[src/rtl/fmul32_pkg.sv]
// Shared definitions for the FMUL32 datapath: result-class indices, widths,
// the multiplier FSM encoding and small operand-field helpers.
package fmul32_pkg;

  localparam int POS_ZERO   = 0;
  localparam int POS_NORM   = 1;
  localparam int POS_DENORM = 2;
  localparam int POS_INF    = 3;
  localparam int POS_NAN    = 4;

  localparam int MARK_W   = 5;
  localparam int EXP_BIAS = 127;
  localparam int MANT_W   = 24;

  typedef enum logic [1:0] {
    ST_IDLE = 2'd0,
    ST_CALC = 2'd1,
    ST_DONE = 2'd2
  } mul_state_e;

  // Denormals behave as if their exponent were 1.
  function automatic logic [7:0] eff_exp(input logic [7:0] e);
    if (e == 8'd0) begin
      return 8'd1;
    end else begin
      return e;
    end
  endfunction

  function automatic logic hidden_bit(input logic [7:0] e);
    return (e != 8'd0) ? 1'b1 : 1'b0;
  endfunction

endpackage

[src/rtl/mant_shift_add.sv]
// Radix-2 shift-and-add significand multiplier core: multiplicand, multiplier,
// accumulator and step counter, advanced one partial product per step.
module mant_shift_add #(
  parameter int MANT_W = 24
) (
  input  logic                  clk,
  input  logic                  rst,
  input  logic                  load,
  input  logic                  step,
  input  logic [MANT_W-1:0]     op_a,
  input  logic [MANT_W-1:0]     op_b,
  output logic [2*MANT_W-1:0]   acc_next,
  output logic                  last
);

  localparam int CNT_W = $clog2(MANT_W);

  logic [2*MANT_W-1:0] a_r;
  logic [MANT_W-1:0]   b_r;
  logic [2*MANT_W-1:0] acc_r;
  logic [CNT_W-1:0]    cnt_r;
  logic [2*MANT_W-1:0] acc_next_s;

  // Accumulator value after the current step's conditional add.
  always_comb begin
    acc_next_s = acc_r;
    if (b_r[0]) begin
      acc_next_s = acc_r + a_r;
    end else begin
      acc_next_s = acc_r;
    end
  end

  assign acc_next = acc_next_s;
  assign last     = (cnt_r == CNT_W'(MANT_W - 1));

  // Operand load and per-step shift/accumulate registers.
  always_ff @(posedge clk) begin
    if (rst) begin
      a_r   <= '0;
      b_r   <= '0;
      acc_r <= '0;
      cnt_r <= '0;
    end else if (load) begin
      a_r   <= {{MANT_W{1'b0}}, op_a};
      b_r   <= op_b;
      acc_r <= '0;
      cnt_r <= '0;
    end else if (step) begin
      acc_r <= acc_next_s;
      a_r   <= a_r << 1;
      b_r   <= b_r >> 1;
      cnt_r <= cnt_r + CNT_W'(1);
    end else begin
      a_r   <= a_r;
      b_r   <= b_r;
      acc_r <= acc_r;
      cnt_r <= cnt_r;
    end
  end

endmodule

[src/rtl/fmul32_mant_mul.sv]
// FMUL32 significand multiplier and exponent adder: sequential 24-step product
// for normal operands, one-cycle bypass for NaN/Inf/Zero results.
module fmul32_mant_mul #(
  parameter int MANT_W   = fmul32_pkg::MANT_W,
  parameter int EXP_BIAS = fmul32_pkg::EXP_BIAS
) (
  input  logic                          clk,
  input  logic                          rst,
  input  logic                          in_valid,
  output logic                          in_ready,
  input  logic [7:0]                    op1_exp,
  input  logic [7:0]                    op2_exp,
  input  logic [MANT_W-2:0]             op1_mant,
  input  logic [MANT_W-2:0]             op2_mant,
  input  logic                          res_sign,
  input  logic [fmul32_pkg::MARK_W-1:0] res_mark,
  output logic                          out_valid,
  input  logic                          out_ready,
  output logic                          out_sign,
  output logic [fmul32_pkg::MARK_W-1:0] out_mark,
  output logic signed [9:0]             out_exp,
  output logic [2*MANT_W-1:0]           out_prod
);

  import fmul32_pkg::*;

  mul_state_e            state_r;
  mul_state_e            next_state_s;
  logic                  load_s;
  logic                  step_s;
  logic                  special_s;
  logic                  last_s;
  logic [9:0]            exp_sum_s;
  logic [MANT_W-1:0]     op_a_s;
  logic [MANT_W-1:0]     op_b_s;
  logic [2*MANT_W-1:0]   acc_next_s;

  logic                  out_sign_r;
  logic [MARK_W-1:0]     out_mark_r;
  logic [9:0]            out_exp_r;
  logic [2*MANT_W-1:0]   out_prod_r;

  assign special_s = res_mark[POS_NAN] | res_mark[POS_INF] | res_mark[POS_ZERO];
  assign op_a_s    = {hidden_bit(op1_exp), op1_mant};
  assign op_b_s    = {hidden_bit(op2_exp), op2_mant};
  // Range is -125..381, so a 10-bit two's-complement sum never overflows.
  assign exp_sum_s = {2'b00, eff_exp(op1_exp)} + {2'b00, eff_exp(op2_exp)} - 10'(EXP_BIAS);

  mant_shift_add #(.MANT_W(MANT_W)) u_shift_add (
    .clk      (clk),
    .rst      (rst),
    .load     (load_s),
    .step     (step_s),
    .op_a     (op_a_s),
    .op_b     (op_b_s),
    .acc_next (acc_next_s),
    .last     (last_s)
  );

  // State register.
  always_ff @(posedge clk) begin
    if (rst) begin
      state_r <= ST_IDLE;
    end else begin
      state_r <= next_state_s;
    end
  end

  // Next-state decode and datapath control strobes.
  always_comb begin
    next_state_s = state_r;
    load_s       = 1'b0;
    step_s       = 1'b0;
    case (state_r)
      ST_IDLE: begin
        if (in_valid) begin
          load_s = 1'b1;
          if (special_s) begin
            next_state_s = ST_DONE;
          end else begin
            next_state_s = ST_CALC;
          end
        end else begin
          next_state_s = ST_IDLE;
        end
      end
      ST_CALC: begin
        step_s = 1'b1;
        if (last_s) begin
          next_state_s = ST_DONE;
        end else begin
          next_state_s = ST_CALC;
        end
      end
      ST_DONE: begin
        if (out_ready) begin
          next_state_s = ST_IDLE;
        end else begin
          next_state_s = ST_DONE;
        end
      end
      default: begin
        next_state_s = ST_IDLE;
      end
    endcase
  end

  // Result registers: captured on accept, product filled in on the last step.
  always_ff @(posedge clk) begin
    if (rst) begin
      out_sign_r <= 1'b0;
      out_mark_r <= '0;
      out_exp_r  <= '0;
      out_prod_r <= '0;
    end else begin
      case (state_r)
        ST_IDLE: begin
          if (in_valid) begin
            out_sign_r <= res_sign;
            out_mark_r <= res_mark;
            out_exp_r  <= special_s ? 10'd0 : exp_sum_s;
            out_prod_r <= '0;
          end
        end
        ST_CALC: begin
          if (last_s) begin
            out_prod_r <= acc_next_s;
          end
        end
        default: begin
          out_prod_r <= out_prod_r;
        end
      endcase
    end
  end

  assign in_ready  = (state_r == ST_IDLE);
  assign out_valid = (state_r == ST_DONE);
  assign out_sign  = out_sign_r;
  assign out_mark  = out_mark_r;
  assign out_exp   = out_exp_r;
  assign out_prod  = out_prod_r;

endmodule

[config.mk]
export PLATFORM = sky130hd
export DESIGN_NAME = fmul32_mant_mul
export DESIGN_NICKNAME = d
export VERILOG_FILES = /design/src/rtl/fmul32_pkg.sv /design/src/rtl/mant_shift_add.sv /design/src/rtl/fmul32_mant_mul.sv
export SDC_FILE = /design/constraint.sdc
export NUM_CORES = 1
export LEC_CHECK = 0
export CAP_MARGIN = 10
export CORE_MARGIN = 4
export CORE_UTILIZATION = 50
export CTS_CLUSTER_DIAMETER = 100
export DETAILED_ROUTE_END_ITERATION = 16
export GPL_TIMING_DRIVEN = 0
export PLACE_DENSITY = 0.74
export SYNTH_ARGS = -nofsm -noshare
export SYNTH_HDL_FRONTEND = slang
export SYNTH_SLANG_ARGS = --single-unit
[constraint.sdc]
create_clock -name clk -period 6.6 [get_ports clk]
set_input_delay 1.32 -clock clk [delete_from_list [all_inputs] [get_ports clk]]
set_output_delay 1.32 -clock clk [all_outputs]
set_load 0.05 [all_outputs]
==> Yosys cells after proc, flatten, opt, wreduce, memory -nomap -nowiden <==
Index checks and enable logic that the tools add are counted.
{ "totals": {"register_bits": 191, "latchBits": 0, "mem_bits_rw": 0, "romBits": 0, "input_bits": 72, "output_inout_bits": 66, "wordCells": 52, "memories": 0} }
{ "op_classes": {"add_sub_neg": 4, "n_mul": 0, "n_div": 0, "n_lt_le_gt_ge": 0, "n_eq_ne": 5, "n_shift": 0, "n_mux": 21, "bitwise": 2, "n_reduce_logical": 10} }
{ "ops": {"columns": ["operator", "count"], "rows": [
  ["48-bit 2-to-1 mux", 3],
  ["24-bit 2-to-1 mux", 4],
  ["48-bit case mux with 2 select lines", 1],
  ["48-bit adder", 1],
  ["8-bit zero test", 2],
  ["8-bit 2-to-1 mux", 2],
  ["8-bit nonzero test", 2],
  ["10-bit 2-to-1 mux", 1],
  ["9-bit by 7-bit subtractor with 10-bit output (second input constant)", 1],
  ["8-bit by 8-bit adder with 9-bit output", 1],
  ["2-bit 2-to-1 mux", 4],
  ["2-bit case mux with 3 select lines", 1],
  ["5-bit by 1-bit adder with 5-bit output (second input constant)", 1],
  ["5-bit == test (second input constant)", 1],
  ["1-bit 2-to-1 mux", 5],
  ["2-bit inequality test (second input constant)", 2],
  ["2-bit nonzero test", 2],
  ["3-bit AND reduction", 1],
  ["2-bit by 1-bit == test with 1-bit output (second input constant)", 1],
  ["2-bit == test (second input constant)", 1],
  ["2-bit zero test", 1],
  ["1-bit OR", 2],
  ["2-bit AND reduction", 1],
  ["2-bit OR reduction", 1]
]} }

==> Depth between registers and ports, before layout <==
{ "logic_depth": {"word_depth": 5, "depth_mapped": 15, "ltp_nobuf": 15} }

==> Hierarchy <==
A second synthesis with hierarchy kept.
{ "hier_totals": {"cells_unflattened": 1375, "area_unflattened_um2": 11183.2} }
{ "modules_own_cells": {"columns": ["module", "instances", "cells_each", "area_per_inst_um2", "seq_area_each_um2"], "rows": [
  ["mant_shift_add", 1, 1014, 8299.2, 2502.4],
  ["fmul32_mant_mul", 1, 361, 2884.0, 1321.3]
]} }

==> Worst setup path before layout <==
No wires, ideal clock.
{ "synth_path": {"path_kind": "input to register", "startpoint": "input port op1_exp[0]", "endpoint": "register out_exp_r[7] (netlist: out_exp[7])", "setup_ns": 0.117, "arrival_ns": 3.348, "required_ns": 6.483, "setup_slack_ns": 3.135, "cell_stages": 14, "n_path_buf": 0, "path_cell_list": "nor4_1 > a21oi_1 > ha_1 > inv_1 > ha_1 > inv_1 > fa_1 > nor2b_1 > o21ai_0 > nand2b_1 > a21oi_1 > o21bai_1 > nand2_1 > a32o_1"} }
{ "synth_between": {"elab_chain_cells": 5} }
{ "synth_rtl": {"columns": ["element", "line_no", "source"], "rows": [
  ["start: declaration", "fmul32_mant_mul.sv:11", "input logic [7:0] op1_exp,"],
  ["8-bit zero test", "fmul32_pkg.sv:23", "if (e == 8'd0) begin"],
  ["8-bit 2-to-1 mux *", "fmul32_pkg.sv:23", null],
  ["8-bit by 8-bit adder with 9-bit output *", "fmul32_mant_mul.sv:47", "assign exp_sum_s = {2'b00, eff_exp(op1_exp)} + {2'b00, eff_exp(op2_exp)} - 10'(EXP_BIAS);"],
  ["9-bit by 7-bit subtractor with 10-bit output *", "fmul32_mant_mul.sv:47", null],
  ["10-bit 2-to-1 mux *", "fmul32_mant_mul.sv:121", "out_exp_r <= special_s ? 10'd0 : exp_sum_s;"],
  ["end signal: assignment", "fmul32_mant_mul.sv:121", null],
  ["end: declaration", "fmul32_mant_mul.sv:40", "logic [9:0] out_exp_r;"]
]} }
Every way passes the cells marked *; elsewhere a longest branch is shown, timed or not.
A chain may end at the register's enable or synchronous reset.

==> Final worst setup path <==
{ "layout_path": {"startpoint": "input port op1_exp[4]", "endpoint": "register out_exp_r[7] (netlist: out_exp[7])"} }
Same word-level chain as after synthesis.

==> report_table.html <==
<table>
<tr><th>Metric</th><th>Value</th></tr>
<tr><th colspan="2">Cells and area</th></tr>
<tr><td>Number of nets in the layout</td><td>1567</td></tr>
<tr><td>Fraction of final layout cells with drive strength greater than 1</td><td>4.30%</td></tr>
<tr><td>Most common cell after layout, fill and taps aside</td><td>nand2_1</td></tr>
<tr><td>Final antenna diode count</td><td>0</td></tr>
<tr><td>Area delta synth-&gt;final</td><td>22.2%</td></tr>
<tr><td>Most frequent cells in the layout</td><td>nand2_1, dfxtp_1, a21oi_1, clkdlybuf4s50_1, nor2_1</td></tr>
<tr><td>Non-filler cells, final</td><td>between 1500 and 2000</td></tr>
<tr><th colspan="2">Global routing</th></tr>
<tr><td>Maximum number of pins on one net before global-route repair</td><td>20</td></tr>
<tr><td>Global route total overflow</td><td>0</td></tr>
<tr><td>First-pass GRT wire length</td><td>47800 um</td></tr>
<tr><td>Via count of the first global-routing pass</td><td>approximately 9400</td></tr>
<tr><td>Antenna violations before repair</td><td>0</td></tr>
<tr><td>Total routing resource utilization after global routing</td><td>approximately a quarter</td></tr>
<tr><th colspan="2">Clock network</th></tr>
<tr><td>Number of clock sinks</td><td>191</td></tr>
<tr><td>TritonCTS clock tree</td><td>yes</td></tr>
<tr><td>Number of clock buffers inserted by TritonCTS</td><td>17</td></tr>
<tr><td>Clk_lat worst skew</td><td>0.46 ns</td></tr>
<tr><td>Number of setup buffers added after CTS</td><td>0</td></tr>
<tr><td>H-tree depth</td><td>4</td></tr>
<tr><td>Clock tree root driver cell</td><td>clkbuf_16</td></tr>
<tr><td># resized after CTS</td><td>0</td></tr>
<tr><td>Reg clk slew, reported paths</td><td>around 0.070 ns</td></tr>
<tr><td>Hold-fix buffers, CTS</td><td>0</td></tr>
<tr><td>Buffer levels on the longest clock path</td><td>2</td></tr>
<tr><th colspan="2">Power</th></tr>
<tr><td>Sequential Power Share</td><td>47.1%</td></tr>
<tr><td>Worst supply voltage drop on vdd</td><td>0.000187 V</td></tr>
<tr><td>Clock network fraction of design power</td><td>40.4%</td></tr>
<tr><td>Leakage power summed over all cells</td><td>4.67 nW</td></tr>
<tr><td>Net switching fraction of the power</td><td>between 20 and 30%</td></tr>
<tr><td>Internal</td><td>approximately 1.8 mW</td></tr>
<tr><td>Power Density</td><td>203 mW/mm2</td></tr>
<tr><td>Part of the total power dissipated in combinational logic</td><td>12.5%</td></tr>
<tr><td>Psw</td><td>0.730 mW</td></tr>
<tr><th colspan="2">Synth</th></tr>
<tr><td>Count of flip-flops with a built-in enable after synthesis</td><td>0</td></tr>
<tr><td>Post-synth design cell area</td><td>0.0103 mm2</td></tr>
<tr><td>Number of library cell types mapped by synthesis</td><td>72</td></tr>
<tr><td>Largest cells by area after synthesis</td><td>dfxtp_1, a21oi_1, nand2_1</td></tr>
<tr><td>Warnings from Yosys</td><td>0</td></tr>
<tr><td>Mean area per synthesized cell</td><td>8.04 um2</td></tr>
<tr><td>Yosys top cell area share</td><td>37.3%</td></tr>
<tr><td>Commonest register cell after synthesis</td><td>dfxtp_1</td></tr>
<tr><td>Nets in the synthesized netlist</td><td>1412</td></tr>
<tr><td>Number of flip-flops and latches in the synthesized netlist</td><td>191</td></tr>
<tr><td>Share of async-settable or async-resettable flops after synthesis</td><td>0%</td></tr>
<tr><td>Synth Instances</td><td>1275</td></tr>
<tr><td>Library cell occupying the most area in the post-synthesis netlist</td><td>dfxtp_1</td></tr>
<tr><td>Sequential-to-total area share from yosys stat</td><td>37.3%</td></tr>
<tr><th colspan="2">Status</th></tr>
<tr><td>Outcome</td><td>completed</td></tr>
<tr><th colspan="2">STA</th></tr>
<tr><td>Highest Clock Rate</td><td>around 270 MHz</td></tr>
<tr><td>Setup_tns</td><td>0 ns</td></tr>
<tr><td>Worst-margin pin slew</td><td>roughly 0.94 ns</td></tr>
<tr><td>Fin crit period</td><td>~3.7 ns</td></tr>
<tr><td>Max Slew Vio Count</td><td>0</td></tr>
<tr><td>Final count of hold timing violations</td><td>0</td></tr>
<tr><td>Ratio of final minimum period to clock period</td><td>a little under three fifths</td></tr>
<tr><td>Worst-case clock skew</td><td>0.0150 ns</td></tr>
<tr><td>Unrepaired setup endpoints after global routing</td><td>no</td></tr>
<tr><td>Final setup fails</td><td>0</td></tr>
<tr><td>Post-layout worst setup margin</td><td>between 2 and 3 ns</td></tr>
<tr><td>Worst max-slew margin expressed relative to the limit</td><td>36.8%</td></tr>
<tr><th colspan="2">Critical path</th></tr>
<tr><td>Critical path, cell by cell</td><td>clkdlybuf4s50_1 -&gt; nor4_1 -&gt; a21oi_1 -&gt; ha_1 -&gt; inv_1 -&gt; ha_1 -&gt; inv_1 -&gt; fa_1 -&gt; nor2b_1 -&gt; o21ai_0 -&gt; nand2b_1 -&gt; a21oi_1 -&gt; o21bai_1 -&gt; nand2_1 -&gt; a32o_1</td></tr>
<tr><td>Worst path buffer plus inverter count</td><td>3</td></tr>
<tr><td>Critical Path Slowest Stage Cell</td><td>clkdlybuf4s50_1</td></tr>
<tr><td>Crit Path Class</td><td>in -&gt; reg</td></tr>
<tr><td>Critical R2R Launch</td><td>u_shift_add.a_r[0]</td></tr>
<tr><td>Crit end category</td><td>flip-flop</td></tr>
<tr><td>Data arrival time of the worst path</td><td>4.04 ns</td></tr>
<tr><td>Largest stage delay, worst path</td><td>0.42 ns</td></tr>
<tr><td>Worst r2r path cells</td><td>12</td></tr>
<tr><td>Flop-to-flop setup slack</td><td>3.12 ns</td></tr>
<tr><td>Family of cells with the greatest summed delay on the critical path</td><td>adder cells</td></tr>
<tr><td>CP Max Fanout</td><td>2</td></tr>
<tr><td>Critical path origin</td><td>op1_exp[4]</td></tr>
<tr><td>Critical path launch point type</td><td>primary input</td></tr>
<tr><td>Critical Path Sink</td><td>out_exp[7]</td></tr>
<tr><td>Cell depth of the worst setup path</td><td>15</td></tr>
<tr><td>Worst Path Required</td><td>6.95 ns</td></tr>
<tr><td>End of the worst register-to-register path</td><td>out_prod[40]</td></tr>
<tr><th colspan="2">Drt</th></tr>
<tr><td>Wirelength, routed</td><td>30300 um</td></tr>
<tr><td>Total number of vias</td><td>9868</td></tr>
<tr><td>DRC marker count from the first detailed-route iteration</td><td>729</td></tr>
<tr><td># DRC</td><td>0</td></tr>
<tr><td>First-pass iteration count of the detailed router</td><td>5</td></tr>
<tr><td>Antenna violation net count after detailed routing</td><td>0</td></tr>
<tr><td>Wire length per cell after detailed routing</td><td>17.7 um</td></tr>
<tr><td>Via-per-instance ratio</td><td>5.76</td></tr>
<tr><th colspan="2">Placed design</th></tr>
<tr><td>Input/output buffers</td><td>136</td></tr>
<tr><td>Worst-case setup slack after placement</td><td>2.41 ns</td></tr>
<tr><td>Final estimated routing congestion in global placement</td><td>0.944</td></tr>
<tr><td>Instance count after placement with tap cells included</td><td>1681</td></tr>
<tr><td>Half-perimeter wire length of the detailed placement result</td><td>between 20000 and 25000 um</td></tr>
<tr><th colspan="2">Job</th></tr>
<tr><td>Max-capacitance violation count</td><td>0</td></tr>
<tr><th colspan="2">Floorplan</th></tr>
<tr><td>Row count</td><td>52</td></tr>
<tr><td>Starting density of the core</td><td>50.7%</td></tr>
<tr><td>I/O pin count</td><td>138</td></tr>
<tr><td>Total Die Area</td><td>0.0229 mm2</td></tr>
<tr><td>Vert. Die Dim</td><td>151 um</td></tr>
<tr><td>Core Box Area</td><td>~0.02 mm2</td></tr>
<tr><td>Die X-Extent</td><td>between 150 and 200 um</td></tr>
<tr><th colspan="2">Min path</th></tr>
<tr><td>Hold/Removal Path Class</td><td>reg -&gt; reg</td></tr>
</table>
==> worst reg2reg max path: cells and delay by family (launching register included) <==
kind | cells | cell delay, ns
AOI/OAI and AO/OA | 9 | 2.12
DFF | 1 | 0.34
adders and majority gates | 2 | 0.63
xor gates and xnor gates | 1 | 0.26
==> per-stage QoR <==
stage          instance area [um2]  power, mW  util (%)  hold slack, ns
6_report                     12500       2.55      61.9           0.450
2_1_floorplan                10300       1.41         -           0.432
3_5_place_dp                 12000       1.54      59.1           0.440
3_3_place_gp                 12000       1.54      59.1           0.434
4_1_cts                      12500       2.55      61.9           0.452
5_1_grt                      12500       2.63      61.9           0.468
==> layer usage <==
metal	vias to the layer above	GRT usage (%)	wire length (um)
met1	4596	34.6	13300
met4	0	9.70	934
met2	375	42.7	13800
met3	72	5.89	2200
met5	-	0	0
li1	4825	-	-
==> power groups by stage <==
stage | Clock [mW] | Combinational [mW] | Sequential (mW)
finish | 1.03 | 0.318 | 1.20
CTS | 1.03 | 0.317 | 1.20
global route | 1.08 | 0.347 | 1.20
global placement | 0 | 0.311 | 1.23
floorplan | 0 | 0.181 | 1.23
detailed placement | 0 | 0.315 | 1.23
==> final cells by class <==
type | count | area, um2
Clock buffer | 18 | 439
Inverter | 23 | 86.3
Sequential cell | 191 | 3820
Clock inverter | 14 | 139
Multi-Input combinational cell | 968 | 5980
Fill cell | 1800 | 7700
Buffer | 93 | 364
Timing Repair Buffer | 136 | 1360
Tap cell | 270 | 338
==> cells by family after synthesis <==
| family | synth area share (%) |
|---|---|
| compound gates | 26.1 |
| simple gates | 16.7 |
| flops | 37.3 |
| buf+inv | 4.39 |
| fa+ha+maj | 8.08 |
| xor+xnor | 4.61 |
| mux | 2.88 |
==> synth_stat cells, types with 3 or more instances <==
cell	instances
mux2i_1	25
a211oi_1	10
o22ai_1	7
a211o_1	4
mux2_2	4
buf_1	10
a21o_1	32
ha_1	63
o21bai_1	12
o21ai_1	17
nor4_1	7
nand3_1	19
o221ai_1	3
o21a_1	3
xnor2_1	30
a21oi_2	3
nor2b_1	7
xor2_1	24
a22oi_1	50
nor3_1	7
a21oi_1	179
nand2_1	225
nand4_1	11
a31oi_1	10
or3_1	5
clkbuf_1	76
and2_1	4
buf_2	6
a22o_1	3
nor2_1	81
and4_1	3
dfxtp_1	191
o21ai_0	51
a311oi_1	3
a32oi_1	7
nand2b_1	6
and3_1	14
inv_1	22
o211ai_1	3
==> worst min-delay path by stage <==
stage / start / endpoint / slack (ns) / cells after the start
final: out_exp[9] / out_exp[9] / 0.45 / 2
after global routing: u_shift_add.b_r[20] / u_shift_add.b_r[20] / 0.47 / 2
after CTS: out_exp[9] / out_exp[9] / 0.45 / 2
after detailed placement: out_exp[9] / out_exp[9] / 0.44 / 2
after global placement: out_prod[38] / out_prod[38] / 0.43 / 2
after floorplan: u_shift_add.acc_r[47] / u_shift_add.acc_r[47] / 0.43 / 2
==> flip-flops by register name (all words and copies together), names as in the netlist <==
register / count
out_mark: 5
state_r: 2
u_shift_add.b_r: 24
u_shift_add.acc_r: 48
out_sign: 1
out_prod: 48
u_shift_add.cnt_r: 5
u_shift_add.a_r: 48
out_exp: 10
(Power assumes the default switching activity.)
